<file path="config.mk">
export PLATFORM = sky130hd
export DESIGN_NAME = issue_scoreboard_flat
export DESIGN_NICKNAME = d
export VERILOG_FILES = /design/src/rtl/issue_scoreboard_pkg.sv /design/src/rtl/issue_scoreboard_if.sv /design/src/rtl/issue_scoreboard_decoder.sv /design/src/rtl/issue_scoreboard.sv /design/src/flat_wrapper.sv
export SDC_FILE = /design/constraint.sdc
export NUM_CORES = 1
export LEC_CHECK = 0
export CORE_ASPECT_RATIO = 1.25
export CORE_MARGIN = 3
export CORE_UTILIZATION = 35
export DETAILED_ROUTE_END_ITERATION = 16
export GPL_ROUTABILITY_DRIVEN = 0
export MAX_ROUTING_LAYER = met4
export PLACE_DENSITY = 0.59
export SLEW_MARGIN = 20
export SYNTH_ARGS = -nofsm -noshare
export SYNTH_HDL_FRONTEND = slang
export SYNTH_SLANG_ARGS = --single-unit
</file>
<file path="constraint.sdc">
create_clock -name clk -period 2.6 [get_ports clk]
set_input_delay 0.26 -clock clk [delete_from_list [all_inputs] [get_ports clk]]
set_output_delay 0.26 -clock clk [all_outputs]
set_load 0.005 [all_outputs]
</file>
<file path="src/rtl/issue_scoreboard_pkg.sv">
// Shared opcode classes, decoded-instruction bundle and issue FSM states
// for the decode/issue stage.
package issue_pkg;

    localparam int NREGS   = 16;
    localparam int STALL_W = 16;

    localparam logic [3:0] OP_NOP   = 4'h0;
    localparam logic [3:0] OP_STORE = 4'hC;
    localparam logic [3:0] OP_BEQ   = 4'hD;
    localparam logic [3:0] OP_JMP   = 4'hE;
    localparam logic [3:0] OP_HALT  = 4'hF;

    typedef enum logic [1:0] {
        RUN,
        DRAIN,
        HALTED
    } state_e;

    typedef struct packed {
        logic [3:0]  opcode;
        logic [3:0]  reg1;
        logic [3:0]  reg2;
        logic [3:0]  dest;
        logic [15:0] imm;
        logic        uses_src;
        logic        writes_dst;
    } dec_t;

    function automatic logic uses_src(input logic [3:0] op);
        case (op)
            OP_NOP, OP_JMP, OP_HALT: return 1'b0;
            default:                 return 1'b1;
        endcase
    endfunction

    function automatic logic writes_dst(input logic [3:0] op);
        case (op)
            OP_NOP, OP_STORE, OP_BEQ,
            OP_JMP, OP_HALT:         return 1'b0;
            default:                 return 1'b1;
        endcase
    endfunction

endpackage

</file>
<file path="src/rtl/issue_scoreboard_if.sv">
// Fetch-in, execute-out, writeback and status signals of the issue stage.
// slave is the issue stage; master is the surrounding pipeline.
interface issue_scoreboard_if;

    logic        in_valid;
    logic        in_ready;
    logic [31:0] in_instr;
    logic        out_valid;
    logic        out_ready;
    logic [3:0]  out_opcode;
    logic [3:0]  out_reg1;
    logic [3:0]  out_reg2;
    logic [3:0]  out_dest;
    logic [15:0] out_imm;
    logic        wb_valid;
    logic [3:0]  wb_reg;
    logic        flush;
    logic        halted;
    logic [15:0] stall_cycles;

    modport slave (
        input  in_valid, in_instr, out_ready, wb_valid, wb_reg, flush,
        output in_ready, out_valid, out_opcode, out_reg1, out_reg2,
        output out_dest, out_imm, halted, stall_cycles
    );

    modport master (
        output in_valid, in_instr, out_ready, wb_valid, wb_reg, flush,
        input  in_ready, out_valid, out_opcode, out_reg1, out_reg2,
        input  out_dest, out_imm, halted, stall_cycles
    );

endinterface

</file>
<file path="src/rtl/issue_scoreboard_decoder.sv">
// Splits a fetched instruction word into fields and tags its
// source/destination register usage.
module instruction_decoder
    import issue_pkg::*;
(
    input  logic [31:0] instr,
    output dec_t        dec
);

    always_comb begin
        dec            = '0;
        dec.opcode     = instr[31:28];
        dec.reg1       = instr[27:24];
        dec.reg2       = instr[23:20];
        dec.dest       = instr[19:16];
        dec.imm        = instr[15:0];
        dec.uses_src   = uses_src(instr[31:28]);
        dec.writes_dst = writes_dst(instr[31:28]);
    end

endmodule

</file>
<file path="src/rtl/issue_scoreboard.sv">
// Decode/issue stage: one-entry hold register, register scoreboard,
// RAW/WAW stall, flush and HALT drain.
module issue_scoreboard
    import issue_pkg::*;
(
    input  logic            clk,
    input  logic            rst_n,
    issue_scoreboard_if.slave bus
);

    dec_t                 dec;
    dec_t                 hold_q, hold_d;
    logic                 hold_valid_q, hold_valid_d;
    logic [NREGS-1:0]     pending_q, pending_d;
    logic [NREGS-1:0]     pend_eff;
    state_e               state_q, state_d;
    logic [STALL_W-1:0]   stall_q, stall_d;
    logic                 run;
    logic                 hazard;
    logic                 issue;
    logic                 accept;

    instruction_decoder u_dec (
        .instr (bus.in_instr),
        .dec   (dec)
    );

    always_comb begin
        pend_eff = pending_q;
        if (bus.wb_valid) pend_eff[bus.wb_reg] = 1'b0;
        run    = (state_q == RUN);
        hazard = hold_valid_q &
                 ((hold_q.uses_src &
                   (pend_eff[hold_q.reg1] | pend_eff[hold_q.reg2])) |
                  (hold_q.writes_dst & pend_eff[hold_q.dest]));
        bus.out_valid = rst_n & hold_valid_q & ~hazard & run;
        issue         = bus.out_valid & bus.out_ready;
        bus.in_ready  = rst_n & run & ~bus.flush &
                        (~hold_valid_q | issue);
        accept        = bus.in_valid & bus.in_ready;
    end

    always_comb begin
        bus.out_opcode   = hold_valid_q ? hold_q.opcode : '0;
        bus.out_reg1     = hold_valid_q ? hold_q.reg1   : '0;
        bus.out_reg2     = hold_valid_q ? hold_q.reg2   : '0;
        bus.out_dest     = hold_valid_q ? hold_q.dest   : '0;
        bus.out_imm      = hold_valid_q ? hold_q.imm    : '0;
        bus.halted       = (state_q == HALTED);
        bus.stall_cycles = stall_q;
    end

    always_comb begin
        hold_d       = hold_q;
        hold_valid_d = hold_valid_q;
        if (accept) begin
            hold_d       = dec;
            hold_valid_d = 1'b1;
        end else if (issue || bus.flush) begin
            hold_valid_d = 1'b0;
        end
        // Set after clear so a same-cycle issue keeps the register busy
        pending_d = pending_q;
        if (bus.wb_valid) pending_d[bus.wb_reg] = 1'b0;
        if (issue && hold_q.writes_dst) pending_d[hold_q.dest] = 1'b1;
        stall_d = stall_q;
        if (hazard && run && stall_q != '1) stall_d = stall_q + 1'b1;
    end

    always_comb begin
        state_d = state_q;
        unique case (state_q)
            RUN:
                if (issue && hold_q.opcode == OP_HALT) state_d = DRAIN;
            DRAIN:
                if (pending_d == '0) state_d = HALTED;
            HALTED:
                state_d = HALTED;
            default:
                state_d = RUN;
        endcase
    end

    always_ff @(posedge clk) begin
        if (!rst_n) begin
            hold_q       <= '0;
            hold_valid_q <= 1'b0;
            pending_q    <= '0;
            state_q      <= RUN;
            stall_q      <= '0;
        end else begin
            hold_q       <= hold_d;
            hold_valid_q <= hold_valid_d;
            pending_q    <= pending_d;
            state_q      <= state_d;
            stall_q      <= stall_d;
        end
    end

endmodule

</file>
<file path="src/flat_wrapper.sv">
// flat-port wrapper written by rule: the top's interface ports become plain ports
module issue_scoreboard_flat import issue_pkg::*;
  (clk, rst_n, bus_in_valid, bus_in_instr, bus_out_ready, bus_wb_valid, bus_wb_reg, bus_flush, bus_in_ready, bus_out_valid, bus_out_opcode, bus_out_reg1, bus_out_reg2, bus_out_dest, bus_out_imm, bus_halted, bus_stall_cycles);
  issue_scoreboard_if bus_i ();
  input  logic clk;
  input  logic rst_n;
  input wire logic [$bits(bus_i.in_valid)-1:0] bus_in_valid;
  input wire logic [$bits(bus_i.in_instr)-1:0] bus_in_instr;
  input wire logic [$bits(bus_i.out_ready)-1:0] bus_out_ready;
  input wire logic [$bits(bus_i.wb_valid)-1:0] bus_wb_valid;
  input wire logic [$bits(bus_i.wb_reg)-1:0] bus_wb_reg;
  input wire logic [$bits(bus_i.flush)-1:0] bus_flush;
  output wire logic [$bits(bus_i.in_ready)-1:0] bus_in_ready;
  output wire logic [$bits(bus_i.out_valid)-1:0] bus_out_valid;
  output wire logic [$bits(bus_i.out_opcode)-1:0] bus_out_opcode;
  output wire logic [$bits(bus_i.out_reg1)-1:0] bus_out_reg1;
  output wire logic [$bits(bus_i.out_reg2)-1:0] bus_out_reg2;
  output wire logic [$bits(bus_i.out_dest)-1:0] bus_out_dest;
  output wire logic [$bits(bus_i.out_imm)-1:0] bus_out_imm;
  output wire logic [$bits(bus_i.halted)-1:0] bus_halted;
  output wire logic [$bits(bus_i.stall_cycles)-1:0] bus_stall_cycles;
  assign bus_i.in_valid = bus_in_valid;
  assign bus_i.in_instr = bus_in_instr;
  assign bus_i.out_ready = bus_out_ready;
  assign bus_i.wb_valid = bus_wb_valid;
  assign bus_i.wb_reg = bus_wb_reg;
  assign bus_i.flush = bus_flush;
  assign bus_in_ready = bus_i.in_ready;
  assign bus_out_valid = bus_i.out_valid;
  assign bus_out_opcode = bus_i.out_opcode;
  assign bus_out_reg1 = bus_i.out_reg1;
  assign bus_out_reg2 = bus_i.out_reg2;
  assign bus_out_dest = bus_i.out_dest;
  assign bus_out_imm = bus_i.out_imm;
  assign bus_halted = bus_i.halted;
  assign bus_stall_cycles = bus_i.stall_cycles;
  issue_scoreboard u_core (.clk(clk), .rst_n(rst_n), .bus(bus_i));
endmodule
</file>
# [After elaboration in Yosys (flattened, before gate mapping)]
# Cells that the tools add are included.
[totals] register_bits=69 inputBits=42 output_inout_bits=51
[classes] addsub=1 magnitude_cmp=6 n_eq_ne=10 mux=24 bitwise=20 reduce_logical=14
[ops] op="two-way mux 16 bit" n=3
[ops] op="== test 4 bit, second input constant" n=5
[ops] op="< comparator 4 x 5 -> 1 bit, second input constant" n=4
[ops] op="adder 16 x 1 -> 16 bit, second input constant" n=1
[ops] op="AND 16 bit" n=1
[ops] op="logical NOT 16 bit" n=1
[ops] op="two-way mux 4 bit" n=4
[ops] op="inequality test 16 bit, second input constant" n=1
[ops] op="NOT 16 bit" n=1
[ops] op="OR 16 bit" n=1
[ops] op="binary-select mux 1 bit (select 4 bit)" n=3
[ops] op="AND 1 bit" n=11
[ops] op="two-way mux 1 bit" n=9
[ops] op="demux 1 bit (select 4 bit)" n=2
[ops] op="greater-or-equal comparator 4 x 1 -> 1 bit, second input constant" n=2
[ops] op="logical AND 1 bit" n=6
[ops] op="case mux 2 bit (3 select lines)" n=1
[ops] op="OR reduction 5 bit" n=1
[ops] op="logical NOT 4 bit" n=1
[ops] op="two-way mux 2 bit" n=2
[ops] op="NOT 1 bit" n=3
[ops] op="OR 1 bit" n=3
[ops] op="OR reduction 3 bit" n=1
[ops] op="== test 2 x 1 -> 1 bit, second input constant" n=1
[ops] op="other kinds (7)" n=7

# [Longest topological paths before layout]
# Gate-level depths: netlist of the first run.
[logic_depth] depth_word=22 depth_mapped=11

# [By module]
# A second synthesis of the first run with hierarchy kept.
[unflattened] hier_cells=526 hier_area_um2=3991.3
[modules_own_cells] mod="issue_scoreboard" n_inst=1 cells_per_inst=491 area_per_inst_um2=3727.3 seq_area_each_um2=1381.3
[modules_own_cells] mod="instruction_decoder" n_inst=1 cells_per_inst=35 area_per_inst_um2=264.0 seq_area_each_um2=0.0

# [Worst setup path after synthesis of the first run]
# OpenSTA, ideal clock, no wires.
[synth_timing] path_type="input -> register" from="input bus_wb_reg[2]" to="register u_core.stall_q[12] (netlist: u_core.bus.stall_cycles[12])" setup_time_ps=122 arrival_time_ps=2572 slack_ps=-94 stages=10 path_cell_list="or3b_4 -> o21ai_1 -> o32ai_1 -> a22o_1 -> o41a_1 -> o31ai_1 -> buf_2 -> buf_2 -> o21bai_1 -> o311a_1"
[synth_via] elab_chain_len=15
[synth_lines] item="start, declared" line_no="flat_wrapper.sv:11" rtl="input wire logic [$bits(bus_i.wb_reg)-1:0] bus_wb_reg;"
[synth_lines] item="< comparator 4 x 5 -> 1 bit (implied by the code) or greater-or-equal comparator 4 x 1 -> 1 bit (tied branches)" line_no="issue_scoreboard.sv:30" rtl="if (bus.wb_valid) pend_eff[bus.wb_reg] = 1'b0;"
[synth_lines] item="logical AND 1 bit (implied by the code)" line_no="issue_scoreboard.sv:30"
[synth_lines] item="two-way mux 1 bit (implied by the code)" line_no="issue_scoreboard.sv:30"
[synth_lines] item="demux 1 bit (select 4 bit) *"
[synth_lines] item="NOT 16 bit (no line) *"
[synth_lines] item="AND 16 bit (no line) *"
[synth_lines] item="two-way mux 16 bit *" line_no="issue_scoreboard.sv:30"
[synth_lines] item="binary-select mux 1 bit (select 4 bit)" line_no="issue_scoreboard.sv:34" rtl="(pend_eff[hold_q.reg1] | pend_eff[hold_q.reg2])) |"
[synth_lines] item="two-way mux 1 bit (implied by the code)" line_no="issue_scoreboard.sv:34"
[synth_lines] item="OR 1 bit" line_no="issue_scoreboard.sv:34"
[synth_lines] item="AND 1 bit" line_no="issue_scoreboard.sv:33" rtl="((hold_q.uses_src &"
[synth_lines] item="OR 1 bit *" line_no="issue_scoreboard.sv:34"
[synth_lines] item="AND 1 bit *" line_no="issue_scoreboard.sv:32" rtl="hazard = hold_valid_q &"
[synth_lines] item="logical AND 1 bit * (2 in a row)" line_no="issue_scoreboard.sv:67" rtl="if (hazard && run && stall_q != '1) stall_d = stall_q + 1'b1;"
[synth_lines] item="end signal, assigned" line_no="issue_scoreboard.sv:96" rtl="stall_q <= stall_d;"
[synth_lines] item="end, declared" line_no="issue_scoreboard.sv:17" rtl="logic [STALL_W-1:0] stall_q, stall_d;"
# Every way passes the cells marked *; elsewhere a longest branch is shown, timed or not. The select of a mux whose other input is x is not followed.
# A chain may end at the register's enable or synchronous reset.

# [Worst setup path in the final report of the first run]
[layout_timing] from="input bus_wb_reg[2]" to="register u_core.hold_q[10] (netlist name)"
[layout_via] elab_chain_len=20
[layout_lines] item="< comparator 4 x 5 -> 1 bit (implied by the code) or greater-or-equal comparator 4 x 1 -> 1 bit (tied branches)" line_no="issue_scoreboard.sv:30"
[layout_lines] item="logical AND 1 bit (implied by the code)" line_no="issue_scoreboard.sv:30"
[layout_lines] item="two-way mux 1 bit (implied by the code)" line_no="issue_scoreboard.sv:30"
[layout_lines] item="demux 1 bit (select 4 bit) *"
[layout_lines] item="NOT 16 bit (no line) *"
[layout_lines] item="AND 16 bit (no line) *"
[layout_lines] item="two-way mux 16 bit *" line_no="issue_scoreboard.sv:30"
[layout_lines] item="binary-select mux 1 bit (select 4 bit)" line_no="issue_scoreboard.sv:34"
[layout_lines] item="[3 not listed]"
[layout_lines] item="OR 1 bit *" line_no="issue_scoreboard.sv:34"
[layout_lines] item="AND 1 bit *" line_no="issue_scoreboard.sv:32"
[layout_lines] item="NOT 1 bit *" line_no="issue_scoreboard.sv:36" rtl="bus.out_valid = rst_n & hold_valid_q & ~hazard & run;"
[layout_lines] item="AND 1 bit * (2 in a row)" line_no="issue_scoreboard.sv:36"
[layout_lines] item="AND 1 bit *" line_no="issue_scoreboard.sv:37" rtl="issue = bus.out_valid & bus.out_ready;"
[layout_lines] item="OR 1 bit *" line_no="issue_scoreboard.sv:39" rtl="(~hold_valid_q | issue);"
[layout_lines] item="AND 1 bit *" line_no="issue_scoreboard.sv:38" rtl="bus.in_ready = rst_n & run & ~bus.flush &"
[layout_lines] item="AND 1 bit *" line_no="issue_scoreboard.sv:40" rtl="accept = bus.in_valid & bus.in_ready;"
[layout_lines] item="end signal, assigned" line_no="issue_scoreboard.sv:92" rtl="hold_q <= hold_d;"
[layout_lines] item="end, declared" line_no="issue_scoreboard.sv:12" rtl="dec_t hold_q, hold_d;"
# Marks and branches as above.

==> results by group, run 1 <==
Routing
  • DRC Markers: 0
  • DRT Pass-1 Iters: 4
  • WL/cell: roughly 18 microns
  • Post-route ant nets: 0
  • Vias post-DR: approximately 4700
  • Vias per inst: between 5 and 6
  • Drt total wl: around 15 mm
  • Initial DRC Count: roughly 240

CTS
  • H-tree depth: 3
  • CTS buffer count: 9
  • Clk sinks: 69
  • Worst-path clk slew: ~50 ps
  • CTS root buffer: clkbuf_16
  • Clock Path Buffers: 2
  • CTS tree: yes
  • Clk_lat worst skew: roughly 330 ps

Status
  • Failing checks: negative setup slack
  • Status: finished, violations left

Setup path
  • Highest-delay cell along the critical path: o41a_1
  • CP startpoint kind: input port
  • CP most frequent cell: buf_6
  • CP Data Arrival Time: between 2000 and 3000 ps
  • Largest stage delay, worst path: 550 ps
  • Crit-path max FO: 11
  • Critical path type: in2reg
  • Data required time at the worst endpoint: ~2900 ps
  • Critical-path cell list: buf_6 -> or3b_4 -> buf_12 -> o21ai_4 -> mux2i_1 -> a22o_1 -> o41a_1 -> buf_6 -> o41ai_4 -> buf_6 -> clkbuf_16 -> nand3_1 -> a21oi_1
  • Critical path capture point type: register

Layout
  • Layout cell share with drive strength beyond 1: 27.6%
  • Multi-input combinational cell area: 2690 sq um
  • Fill cells: between 900 and 1000
  • Area growth from synthesis to layout: 59.9%
  • Most common cell after layout, fill and taps aside: clkdlybuf4s50_1
  • Fin cells: just over 800
  • Most frequent cells in the layout: clkdlybuf4s50_1 (85), buf_4 (80), dfxtp_1 (66)
  • Storage cell area: around 1400 sq um
  • # diodes: 0
  • Nets: 715

STA
  • Setup tns final: -890 ps
  • Max Freq: 377 MHz
  • Fin Clk Skew: about 6.3 ps
  • Final Setup Violations: 34
  • RSZ-0062 raised after global routing: yes
  • Rel. slew slack: 48.5%
  • Final hold violations: 0
  • WHS: roughly 470 ps
  • Min Tclk post-route: between 2000 and 3000 ps
  • Max-slew violations: 0
  • Slew of the pin with the lowest slew margin: slightly below 800 ps
  • Crit share post-route: 102%
  • Final worst setup slack: -54.5 ps

GRT
  • Vias in the first global route: around 4600
  • GRT Util Overall: 22.9%
  • Global-route wire length before repair: 22.6 mm
  • Largest net degree at the start of global routing: 63
  • Number of antenna violations at the first check in global routing: 0
  • Grt ovf: 0

Synthesis
  • Ys async rst share: 0%
  • Synth Area per Inst: roughly 7.7 sq um
  • Register area share after synthesis: a little over a third
  • Synth cell types: 55
  • Synth Flop Type: dfxtp_1
  • Synth Instances: 511
  • Netlist Area Pre-Place: between 3000 and 4000 sq um
  • Post-synth EDFFs: 0
  • Syn_nets: around 560
  • Number of synthesis warnings: 0
  • Yosys reg bits: 69

Power and ir drop
  • Pwr Density: roughly 400 nW/um^2
  • Overall Power: approximately 2.5 mW
  • Worst VDD drop: between 200 and 300 uV
  • Leakage power: about 2.2 nW

Hold path
  • Hold Crit Class: reg2reg

Floorplanning
  • Die Footprint: between 10000 and 15000 sq um
  • I/O pins: between 90 and 100
  • Initial Utilization: approximately 37%
  • Cell row count: 42
  • Die Y: ~120 microns
  • Core area: approximately 11000 sq um
  • Chip width: 101 microns

Placed design
  • Dpl hpwl: approximately 10 mm
  • Port-buffer cells: 92
  • Placed insts: 771
  • Setup WS pre-CTS: -957 ps

Flow run
  • Max Cap Viol: 0
==> worst paths after layout <==
check / from / endpoint / slack (ps) / depth (start not counted)
worst max register to register: u_core.hold_q[22]$_SDFFE_PN0P_ / u_core.bus.stall_cycles[4]$_SDFFE_PN0P_ / 10 / 9
worst max-delay path: bus_wb_reg[2] / u_core.hold_q[10]$_SDFFE_PN0P_ / -50 / 13
worst min-delay path: u_core.hold_q[12]$_SDFFE_PN0P_ / u_core.hold_q[12]$_SDFFE_PN0P_ / 470 / 2
worst min register to register: u_core.hold_q[12]$_SDFFE_PN0P_ / u_core.hold_q[12]$_SDFFE_PN0P_ / 470 / 2
==> power by group <==
group | internal (mW) | switching [mW] | leakage [nW]
sequential | 1.08 | 0.0168 | 0.560
combinational | 0.160 | 0.162 | 1.50
clock | 0.697 | 0.428 | 0.134
==> synthesized netlist by cell type (5+ instances only) <==
| master | count | area (sq um) |
|---|---|---|
| a21oi_1 | 64 | 320 |
| and2_1 | 26 | 163 |
| buf_2 | 6 | 30.0 |
| clkbuf_1 | 32 | 120 |
| dfxtp_1 | 69 | 1380 |
| ha_1 | 5 | 62.6 |
| inv_1 | 15 | 56.3 |
| mux2i_1 | 7 | 70.1 |
| nand2_1 | 26 | 97.6 |
| nand2b_1 | 9 | 56.3 |
| nand3_1 | 47 | 235 |
| nand4_1 | 9 | 56.3 |
| nor2_1 | 22 | 82.6 |
| nor4_1 | 7 | 43.8 |
| o2111ai_1 | 6 | 52.6 |
| o211ai_1 | 15 | 113 |
| o21ai_0 | 30 | 150 |
| o21ai_1 | 19 | 95.1 |
| o31ai_1 | 11 | 82.6 |
| or4_1 | 24 | 180 |
==> cell families (layout without fill, tap and decap cells) <==
kind of cell | after synthesis | after routing | share of synthesized area [%]
compound gates | 182 | 182 | 29.3
flops | 69 | 69 | 34.9
buf+inv | 57 | 219 | 5.60
simple gates | 191 | 191 | 26.8
fa+ha+maj | 5 | 5 | 1.58
mux | 7 | 7 | 1.77
==> layout make-up <==
| type | instances | share of cell area [%] |
|---|---|---|
| Timing Repair Buffer | 186 | 27.6 |
| Sequential cell | 69 | 21.9 |
| Tap cell | 132 | 2.61 |
| Inverter | 17 | 1.07 |
| Clock inverter | 1 | 0.0791 |
| Multi-Input combinational cell | 385 | 42.5 |
| Clock buffer | 15 | 4.23 |
==> layer usage <==
| metal | wire (microns) | track usage, % | vias up |
|---|---|---|---|
| li1 | - | - | 2249 |
| met1 | 5850 | 26.2 | 2248 |
| met5 | 0 | - | - |
| met2 | 7330 | 36.6 | 174 |
| met3 | 730 | 4.99 | 63 |
| met4 | 742 | 12.4 | 0 |
==> critical path, delay by kind of cell <==
kind | cells | cell delay (ps)
AO/OA/AOI/OAI | 5 | 1250
AND/OR/NAND/NOR | 2 | 520
buffers and inverters | 5 | 790
multiplexers | 1 | 90
==> state kept, by name, indices dropped and copies added (netlist names) <==
register                 flops
u_core.hold_q               34
u_core.bus.stall_cycles     16
u_core.pending_q            16
u_core.state_q               2
u_core.hold_valid_q          1
==> what timing repair did <==
item,CTS,global route
setup endpoints to repair,70,70
setup buffers,6,10
resized for setup,53,55
hold buffers,0,0
gates cloned,0,3
pin swaps,15,30
==> per-stage QoR <==
stage | instance area [sq um] | utilization, %
2_1_floorplan | 3990 | -
3_3_place_gp | 5530 | 51.1
3_5_place_dp | 5530 | 51.1
4_1_cts | 5970 | 55.2
5_1_grt | 6330 | 58.5
6_report | 6330 | 58.5
Power figures use the tool's default switching activity.
==> run 2, diff against run 1 <==
- CTS_CLUSTER_DIAMETER: unset -> 120
==> results of run 2 <==
The final DEF is identical to that of run 1; final timing and power are the same.
